$ cat src/rtl/reaction_timer_pkg.sv
// rtl/reaction_timer_pkg.sv - shared types and constants for the reaction timer
package reaction_timer_pkg;

  typedef enum logic [2:0] {
    IDLE,
    ARMED,
    TIMING,
    DONE,
    FAULT
  } state_t;

  localparam int DEF_TIME_W = 14;
  localparam int DEF_MAX_MS = 9999;
  localparam int SYNC_DEPTH = 2;

endpackage

$ cat src/rtl/reaction_timer_if.sv
// rtl/reaction_timer_if.sv - control/result bundle between starting-line logic and the timer
interface reaction_timer_if #(
  parameter int TIME_W = 14
);
  logic              i_tickMs;
  logic              i_arm;
  logic              i_go;
  logic              i_response;
  logic              i_clear;
  logic [TIME_W-1:0] o_time;
  logic              o_valid;
  logic              o_falseStart;
  logic              o_timeout;
  logic              o_busy;
  logic [TIME_W-1:0] o_best;

  modport master (
    output i_tickMs, i_arm, i_go, i_response, i_clear,
    input  o_time, o_valid, o_falseStart, o_timeout, o_busy, o_best
  );

  modport slave (
    input  i_tickMs, i_arm, i_go, i_response, i_clear,
    output o_time, o_valid, o_falseStart, o_timeout, o_busy, o_best
  );
endinterface

$ cat src/rtl/reaction_timer_sync_rise.sv
// rtl/reaction_timer_sync_rise.sv - DEPTH-flop synchronizer with a registered rising-edge pulse
// DEPTH=0 skips synchronization for inputs already in the clock domain.
module sync_rise #(
  parameter int DEPTH = 2
) (
  input  logic clk,
  input  logic rst,
  input  logic d,
  output logic rise
);
  logic sampled;
  logic prev;

  generate
    if (DEPTH == 0) begin : g_direct
      assign sampled = d;
    end else begin : g_sync
      logic [DEPTH-1:0] sync_q;
      always_ff @(posedge clk or posedge rst) begin
        if (rst) begin
          sync_q <= '0;
        end else begin
          sync_q[0] <= d;
          for (int i = 1; i < DEPTH; i++) begin
            sync_q[i] <= sync_q[i-1];
          end
        end
      end
      assign sampled = sync_q[DEPTH-1];
    end
  endgenerate

  always_ff @(posedge clk or posedge rst) begin
    if (rst) begin
      prev <= 1'b0;
      rise <= 1'b0;
    end else begin
      prev <= sampled;
      rise <= sampled & ~prev;
    end
  end
endmodule

$ cat src/rtl/reaction_timer.sv
// rtl/reaction_timer.sv - racer reaction time measurement with false-start and timeout flags
// Optional best-time tracking is enabled by defining REACTION_TIMER_BEST_EN.
module reaction_timer
  import reaction_timer_pkg::*;
#(
  parameter int MAX_MS = DEF_MAX_MS,
  parameter int TIME_W = DEF_TIME_W
) (
  input  logic             i_clk,
  input  logic             i_arst,
  reaction_timer_if.slave  bus
);
  localparam logic [TIME_W-1:0] MAX_T  = TIME_W'(MAX_MS);
  localparam logic [TIME_W-1:0] LAST_T = TIME_W'(MAX_MS - 1);

  state_t            state;
  logic [TIME_W-1:0] count;
  logic [TIME_W-1:0] time_q;
  logic              valid_q;
  logic              false_start_q;
  logic              timeout_q;
  logic              busy_q;
  logic              rsp;
  logic              go;
  logic              capture;

  sync_rise #(.DEPTH(SYNC_DEPTH)) u_rsp_sync (
    .clk  (i_clk),
    .rst  (i_arst),
    .d    (bus.i_response),
    .rise (rsp)
  );

  sync_rise #(.DEPTH(0)) u_go_edge (
    .clk  (i_clk),
    .rst  (i_arst),
    .d    (bus.i_go),
    .rise (go)
  );

  // A valid result is latched only when no clear/arm overrides the response.
  assign capture = (state == TIMING) && rsp && !bus.i_clear && !bus.i_arm;

  always_ff @(posedge i_clk or posedge i_arst) begin
    if (i_arst) begin
      state         <= IDLE;
      count         <= '0;
      time_q        <= '0;
      valid_q       <= 1'b0;
      false_start_q <= 1'b0;
      timeout_q     <= 1'b0;
      busy_q        <= 1'b0;
    end else if (bus.i_clear) begin
      state  <= IDLE;
      busy_q <= 1'b0;
    end else if (bus.i_arm) begin
      state         <= ARMED;
      count         <= '0;
      valid_q       <= 1'b0;
      false_start_q <= 1'b0;
      timeout_q     <= 1'b0;
      busy_q        <= 1'b1;
    end else begin
      case (state)
        ARMED: begin
          if (rsp) begin
            state         <= FAULT;
            false_start_q <= 1'b1;
            busy_q        <= 1'b0;
          end else if (go) begin
            state <= TIMING;
            count <= '0;
          end
        end
        TIMING: begin
          if (capture) begin
            state   <= DONE;
            time_q  <= count;
            valid_q <= 1'b1;
            busy_q  <= 1'b0;
          end else if (bus.i_tickMs) begin
            if (count >= LAST_T) begin
              state     <= DONE;
              count     <= MAX_T;
              time_q    <= MAX_T;
              timeout_q <= 1'b1;
              busy_q    <= 1'b0;
            end else begin
              count <= count + 1'b1;
            end
          end
        end
        default: ;
      endcase
    end
  end

`ifdef REACTION_TIMER_BEST_EN
  logic [TIME_W-1:0] best_q;
  always_ff @(posedge i_clk or posedge i_arst) begin
    if (i_arst) begin
      best_q <= MAX_T;
    end else if (capture && (count < best_q)) begin
      best_q <= count;
    end
  end
  assign bus.o_best = best_q;
`else
  assign bus.o_best = MAX_T;
`endif

  assign bus.o_time       = time_q;
  assign bus.o_valid      = valid_q;
  assign bus.o_falseStart = false_start_q;
  assign bus.o_timeout    = timeout_q;
  assign bus.o_busy       = busy_q;
endmodule

$ cat src/flat_wrapper.sv
// flat-port wrapper written by rule: the top's interface ports become plain ports
module reaction_timer_flat import reaction_timer_pkg::*;
#(
  parameter int MAX_MS = DEF_MAX_MS,
  parameter int TIME_W = DEF_TIME_W
)
  (i_clk, i_arst, bus_i_tickMs, bus_i_arm, bus_i_go, bus_i_response, bus_i_clear, bus_o_time, bus_o_valid, bus_o_falseStart, bus_o_timeout, bus_o_busy, bus_o_best);
  reaction_timer_if #(.TIME_W(TIME_W)) bus_i ();
  input  logic i_clk;
  input  logic i_arst;
  input wire logic [$bits(bus_i.i_tickMs)-1:0] bus_i_tickMs;
  input wire logic [$bits(bus_i.i_arm)-1:0] bus_i_arm;
  input wire logic [$bits(bus_i.i_go)-1:0] bus_i_go;
  input wire logic [$bits(bus_i.i_response)-1:0] bus_i_response;
  input wire logic [$bits(bus_i.i_clear)-1:0] bus_i_clear;
  output wire logic [$bits(bus_i.o_time)-1:0] bus_o_time;
  output wire logic [$bits(bus_i.o_valid)-1:0] bus_o_valid;
  output wire logic [$bits(bus_i.o_falseStart)-1:0] bus_o_falseStart;
  output wire logic [$bits(bus_i.o_timeout)-1:0] bus_o_timeout;
  output wire logic [$bits(bus_i.o_busy)-1:0] bus_o_busy;
  output wire logic [$bits(bus_i.o_best)-1:0] bus_o_best;
  assign bus_i.i_tickMs = bus_i_tickMs;
  assign bus_i.i_arm = bus_i_arm;
  assign bus_i.i_go = bus_i_go;
  assign bus_i.i_response = bus_i_response;
  assign bus_i.i_clear = bus_i_clear;
  assign bus_o_time = bus_i.o_time;
  assign bus_o_valid = bus_i.o_valid;
  assign bus_o_falseStart = bus_i.o_falseStart;
  assign bus_o_timeout = bus_i.o_timeout;
  assign bus_o_busy = bus_i.o_busy;
  assign bus_o_best = bus_i.o_best;
  reaction_timer #(.MAX_MS(MAX_MS), .TIME_W(TIME_W)) u_core (.i_clk(i_clk), .i_arst(i_arst), .bus(bus_i));
endmodule
$ cat config.mk
export PLATFORM = sky130hd
export DESIGN_NAME = reaction_timer_flat
export DESIGN_NICKNAME = d
export VERILOG_FILES = /design/src/rtl/reaction_timer_pkg.sv /design/src/rtl/reaction_timer_if.sv /design/src/rtl/reaction_timer_sync_rise.sv /design/src/rtl/reaction_timer.sv /design/src/flat_wrapper.sv
export SDC_FILE = /design/constraint.sdc
export NUM_CORES = 1
export LEC_CHECK = 0
export ABC_AREA = 1
export CAP_MARGIN = 10
export CORE_MARGIN = 10
export CORE_UTILIZATION = 53
export DETAILED_ROUTE_END_ITERATION = 8
export PLACE_DENSITY = 0.77
export SYNTH_ARGS = -nofsm -noshare
export SYNTH_HDL_FRONTEND = slang
export SYNTH_SLANG_ARGS = --single-unit
$ cat constraint.sdc
create_clock -name i_clk -period 2 [get_ports i_clk]
set_input_delay 0.4 -clock i_clk [delete_from_list [all_inputs] [get_ports i_clk]]
set_output_delay 0.4 -clock i_clk [all_outputs]
set_load 0.01 [all_outputs]
==> flow_metrics.py, run 1 <==
metrics = {
    "drt": {
        "drt_wl_total_um": 5150,
        "firstDrtPassIters": 4,
        "via_per_inst": 5.09,
        "remaining_drc_errors": 0,
        "drtAntennaViolNets": 0,
        "drt_iter0_drc": 185,
        "dr_total_vias": 2042,
        "wl_per_cell_um": 12.8,
    },
    "sta": {
        "grt_setup_unrepaired": "false",
        "clock-skew-final_ns": 0.00805,
        "setup-violations-final": 0,
        "fmax_mhz": 562,
        "setup_slack_ns": 0.220,
        "report.final.slew_viol_count": 0,
        "slew_headroom_pct": 65.2,
        "report.final.hold_viol_count": 0,
        "final_min_period_over_clock_period_pct": 89.0,
        "whs_ns": 0.354,
        "tightest_slew_ns": 0.522,
        "layout_min_cycle_time_ns": 1.78,
    },
    "synthesis": {
        "syn-cell-area_sq_um": 2420,
        "synthCells": 317,
        "synthDistinctLibCells": 29,
        "ys_seq_elements": 41,
        "ys_seq_area_share_pct": 42.4,
        "avgSynthCellArea_sq_um": 7.63,
        "yosys_warnings": 0,
    },
    "cts": {
        "holdBufCountCts": 0,
        "clock_sinks": 41,
        "clockBufferDepth": 2,
        "cts_tree": "built",
        "htreeDepth": 2,
        "postCtsSetupBuffers": 0,
        "clk_latency_ns": 0.30,
        "cts-root-buf": "clkbuf_8",
        "post_cts_resized": 0,
        "path_clk_slew_ns": 0.08,
        "numCtsBuffers": 5,
    },
    "die": {
        "ioPinCount": 39,
        "fp.dieH_um": 87.5,
        "start_util_pct": 55.1,
        "core_sq_um": 4380,
        "dieArea_sq_um": 7660,
        "die_w_um": 87.5,
        "core.rowCount": 24,
    },
    "layout": {
        "multiInputGateArea_sq_um": 1120,
        "drive_gt1_share_pct": 13.2,
        "seq_area_sq_um": 1030,
        "final_cells": 401,
        "diodes": 0,
        "nFillCells": 412,
        "area_growth_syn_to_layout_pct": 15.0,
        "nNetsFinal": 357,
    },
    "global_route": {
        "antenna_found_initial": 0,
        "grt_max_degree": 42,
        "grt_pass1_vias": 1908,
        "grt_usage_pct": 14.0,
        "gr-total-overflow": 0,
        "grt_pass1_wl_um": 8820,
    },
    "worst_hold_path": {
        "hold_class": "reg2reg",
    },
    "placement": {
        "gp_congestion": 0.833,
        "hpwl_um": 3890,
        "port_buffers": 24,
        "place_ws_ns": -0.0128,
        "place_inst": 393,
    },
    "power": {
        "ir_worst_vdd_uv": 512,
        "total_power_mw": 1.75,
        "p_per_area_nw_per_um2": 629,
        "power.leakage_nw": 1.44,
    },
    "job": {
        "max_cap_viol_count": 0,
    },
    "setup_path": {
        "path_class": "reg2reg",
        "crit_fanout": 10,
        "worstSetupEndpointType": "register",
        "start_kind": "register",
        "crit_required_ns": 2.24,
        "cp_data_arrival_time_ns": 2.02,
    },
    "run_status": {
        "status": "completed",
    },
}
## layout make-up
type / count / share of cell area, %
clock buffers: 7 / 3.47
clock inverters: 1 / 0.180
inverters: 44 / 5.94
multi-input cells: 224 / 40.4
flip-flops and latches: 41 / 36.9
well taps: 52 / 2.34
repair buffers: 32 / 10.8
## state kept, by name, summed over array words and instances (netlist names)
name,flops
u_core.bus.o_time,14
u_core.count,14
u_core.state,3
u_core.u_rsp_sync.g_sync.sync_q,2
u_core.bus.o_busy,1
u_core.bus.o_falseStart,1
u_core.bus.o_timeout,1
u_core.bus.o_valid,1
u_core.u_go_edge.prev,1
u_core.u_go_edge.rise,1
u_core.u_rsp_sync.prev,1
u_core.u_rsp_sync.rise,1
## power by group
part	switching (mW)	leakage, nW	internal, mW	total [mW]
Combinational	0.170	0.833	0.0961	0.266
Sequential	0.0240	0.556	0.858	0.882
Clock	0.288	0.0542	0.312	0.600
Total	0.482	1.44	1.27	1.75
## worst paths after layout
kind,depth (start not counted),endpoint,slack (ns),from
worst max-delay path,13,u_core.count[6],0.22,u_core.count[0]
worst min-delay path,0,u_core.u_rsp_sync.g_sync.sync_q[1],0.35,u_core.u_rsp_sync.g_sync.sync_q[0]
worst max register to register,13,u_core.count[6],0.22,u_core.count[0]
worst min register to register,0,u_core.u_rsp_sync.g_sync.sync_q[1],0.35,u_core.u_rsp_sync.g_sync.sync_q[0]
max in group asynchronous,3,u_core.state[2],1.11,i_arst
min in group asynchronous,3,u_core.count[8],0.53,i_arst
## per-layer routing
| layer | vias to the layer above | track usage (%) | part of all wire [%] |
|---|---|---|---|
| met5 | - | 0 | 0 |
| met4 | 0 | 4.78 | 1.4 |
| met2 | 64 | 21.1 | 46 |
| li1 | 1047 | - | - |
| met1 | 925 | 18.6 | 45 |
| met3 | 6 | 4.09 | 7.7 |
## stage by stage
step | util (%) | cell area (sq um) | setup TNS, ns
2_1_floorplan | - | 2460 | 0
3_3_place_gp | 61.1 | 2680 | 0
3_5_place_dp | 61.1 | 2680 | -0.0200
4_1_cts | 63.4 | 2780 | 0
5_1_grt | 63.4 | 2780 | 0
6_report | 63.4 | 2780 | 0
## synth_stat cells, drive strengths merged
| library cell | n | share of area (%) |
|---|---|---|
| nand2 | 95 | 15 |
| nand3 | 46 | 10 |
| inv | 44 | 6.8 |
| dfrtp | 41 | 42 |
| nor2 | 26 | 5.4 |
| buf | 20 | 6.2 |
| nand4 | 14 | 4.9 |
| o21ai | 11 | 2.3 |
| nor3 | 8 | 2.8 |
| a21oi | 3 | 0.62 |
| conb | 2 | 0.31 |
| ha | 2 | 1.0 |
| a31oi | 1 | 0.26 |
| and2 | 1 | 0.26 |
| nor4 | 1 | 0.26 |
| o21a | 1 | 0.31 |
| or2 | 1 | 0.26 |
## placed cells by master, fill, tap and decap left out, drive strengths merged, types with 2 or more instances in the layout
| cell type | instances |
|---|---|
| a21oi | 3 |
| buf | 8 |
| clkbuf | 7 |
| clkdlybuf4s50 | 24 |
| conb | 14 |
| dfrtp | 41 |
| ha | 2 |
| inv | 44 |
| nand2 | 95 |
| nand3 | 46 |
| nand4 | 14 |
| nor2 | 26 |
| nor3 | 8 |
| o21ai | 11 |
## logic make-up after synthesis
family | share of synthesized area (%)
other | 0.311
and+or+nand+nor | 39.8
AOI/OAI and AO/OA | 3.47
DFF | 42.4
adders and majority gates | 1.04
buffers and inverters | 13.0
## critical path, stage by stage (launching register included)
cell and delay (ns):
dfrtp_1 0.40, inv_1 0.10, ha_1 0.20, inv_1 0.05
nand2_1 0.05, nand2_1 0.07, nand2_1 0.06, nand2_1 0.07
nand2_2 0.10, nand2_2 0.20, nand2_1 0.10, nand2_2 0.14
nand2_1 0.08, nor2_2 0.09
Note: power is estimated with default switching activity, not from simulation.
==> inputs of run 2 (changes only) <==
--- a/config.mk
+++ b/config.mk
@@ -8,9 +8,9 @@
 export ABC_AREA = 1
 export CAP_MARGIN = 10
 export CORE_MARGIN = 10
-export CORE_UTILIZATION = 53
+export CORE_UTILIZATION = 48
 export DETAILED_ROUTE_END_ITERATION = 8
-export PLACE_DENSITY = 0.77
+export PLACE_DENSITY = 0.76
 export SYNTH_ARGS = -nofsm -noshare
 export SYNTH_HDL_FRONTEND = slang
 export SYNTH_SLANG_ARGS = --single-unit
==> constraint.sdc (replaced) <==
create_clock -name i_clk -period 1.5 [get_ports i_clk]
set_input_delay 0.15 -clock i_clk [delete_from_list [all_inputs] [get_ports i_clk]]
set_output_delay 0.15 -clock i_clk [all_outputs]
set_load 0.01 [all_outputs]
==> flow_metrics.py, run 2 (same netlist as run 1, synthesis figures left out) <==
metrics = {
    "drt": {
        "dr_total_vias": 2346,
        "wl_per_cell_um": 13.9,
        "remaining_drc_errors": 0,
        "firstDrtPassIters": 4,
        "drt_iter0_drc": 157,
        "via_per_inst": 5.06,
        "drt_wl_total_um": 6450,
        "drtAntennaViolNets": 0,
    },
    "sta": {
        "layout_min_cycle_time_ns": 1.60,
        "report.final.slew_viol_count": 0,
        "finalSetupTns_ns": -1.66,
        "setup_slack_ns": -0.102,
        "setup-violations-final": 28,
        "clock-skew-final_ns": 0.00807,
        "final_min_period_over_clock_period_pct": 107,
        "grt_setup_unrepaired": "true",
        "report.final.hold_viol_count": 0,
        "fmax_mhz": 624,
    },
    "power": {
        "power.leakage_nw": 1.74,
        "ir_worst_vdd_uv": 504,
        "clock_power_share_pct": 33.0,
        "p_int_mw": 1.89,
        "p_sw_share_pct": 27.5,
        "p_comb_share_pct": 21.7,
        "p_sw_mw": 0.718,
        "pwr-share-seq_pct": 45.3,
        "p_per_area_nw_per_um2": 755,
    },
    "die": {
        "core.rowCount": 25,
        "core_sq_um": 4820,
        "fp.dieH_um": 91.0,
        "die_w_um": 91.0,
        "ioPinCount": 39,
        "dieArea_sq_um": 8270,
        "start_util_pct": 50.2,
    },
    "cts": {
        "clk_latency_ns": 0.29,
        "clock_sinks": 41,
        "htreeDepth": 2,
        "cts-root-buf": "clkbuf_8",
        "cts_tree": "built",
        "numCtsBuffers": 5,
        "clockBufferDepth": 2,
        "holdBufCountCts": 0,
        "path_clk_slew_ns": 0.08,
    },
    "run_status": {
        "status": "finished with violations",
        "violations": "setup timing",
    },
    "setup_path": {
        "crit_required_ns": 1.69,
        "slowest_delay_ns": 0.41,
        "start_kind": "register",
        "crit_top_cell": "nand2_1",
        "path_class": "reg2reg",
        "crit_slowest_cell": "dfrtp_1",
        "cp_data_arrival_time_ns": 1.79,
        "crit_fanout": 7,
        "cpLargestDelayFamily": "simple AND/OR/NAND/NOR gates",
        "path_buf_inv": 3,
        "worstSetupEndpointType": "register",
        "crit_chain": "inv_2 > ha_4 > inv_2 > nand2_1 > nand2_1 > nand2_1 > nand2_1 > nand2_2 > buf_6 > nand4_4 > nand3_2 > nand2_1",
    },
    "job": {
        "max_cap_viol_count": 0,
    },
    "layout": {
        "diodes": 0,
        "drive_gt1_share_pct": 33.8,
        "nNetsFinal": 406,
        "mostFrequentLayoutCell": "nand2_1",
        "area_growth_syn_to_layout_pct": 42.8,
        "mostFrequentLayoutCells": "81 x nand2_1, 49 x buf_4, 38 x dfrtp_1",
        "final_cells": 464,
        "fin_area_sq_um": 3450,
    },
    "global_route": {
        "grt_max_degree": 42,
        "grt_pass1_wl_um": 10800,
        "grt_usage_pct": 15.3,
        "gr-total-overflow": 0,
        "antenna_found_initial": 0,
        "grt_pass1_vias": 2338,
    },
    "worst_hold_path": {
        "hold_class": "in2async",
    },
    "placement": {
        "place_area_sq_um": 2980,
        "gp_congestion": 0.880,
        "port_buffers": 24,
        "place_inst": 442,
        "hpwl_um": 4280,
    },
}
==> run 2: timing repair <==
action                     CTS  global route
pin swaps                   11            10
setup endpoints to repair   32            33
gates resized for setup     33            31
cloned                       1             0
setup buffers                8             6
==> run 2: final timing paths <==
kind,start,end,slack [ns],cells after the start
min,i_arst,u_core.count[11],0.21,3
max in group asynchronous,i_arst,u_core.state[2],1.08,3
max,u_core.count[0],u_core.bus.o_time[6],-0.10,12
min in group i_clk,bus_i_response,u_core.u_rsp_sync.g_sync.sync_q[0],0.30,1
max reg2reg,u_core.count[0],u_core.bus.o_time[6],-0.10,12
min reg2reg,u_core.u_rsp_sync.g_sync.sync_q[0],u_core.u_rsp_sync.g_sync.sync_q[1],0.35,0
==> run 2: cell type report <==
cell class              instances  area, sq um
well taps                      67         83.8
repair buffers                 80          713
fillers                       350         1370
clock inverters                 2         35.0
flip-flops and latches         41         1030
multi-input cells             225         1350
inverters                      44          175
clock buffers                   5         68.8
==> run 2: worst min-delay path, cell delays in order <==
cell and delay, ns:
clkdlybuf4s50_1 0.40, inv_1 0.09, buf_12 0.24
==> run 2: per-layer routing <==
layer	vias to the layer above	GRT usage [%]	part of all wire [%]	wire length (um)
li1	1144	-	-	-
met1	1115	18.4	42	2700
met2	72	26.4	51	3320
met3	15	3.29	4.9	315
met4	0	5.48	1.9	120
met5	-	0	0	0
==> run 2: power by group through the flow <==
stage | Sequential [mW] | Combinational [mW] | Clock (mW)
final | 1.18 | 0.566 | 0.859
after global routing | 1.19 | 0.613 | 0.917
after CTS | 1.18 | 0.474 | 0.872
after detailed placement | 1.19 | 0.428 | 0
after global placement | 1.19 | 0.421 | 0
after floorplan | 1.20 | 0.258 | 0
==> run 2: metrics by stage <==
stage	util (%)	total power, mW	hold WS [ns]	setup WS, ns
6_report	71.6	2.61	0.207	-0.102
5_1_grt	71.6	2.72	0.266	-0.174
4_1_cts	68.3	2.52	0.227	-0.0954
3_5_place_dp	61.8	1.62	0.340	-0.185
3_3_place_gp	61.8	1.61	0.339	-0.139
2_1_floorplan	-	1.46	0.181	0.0268
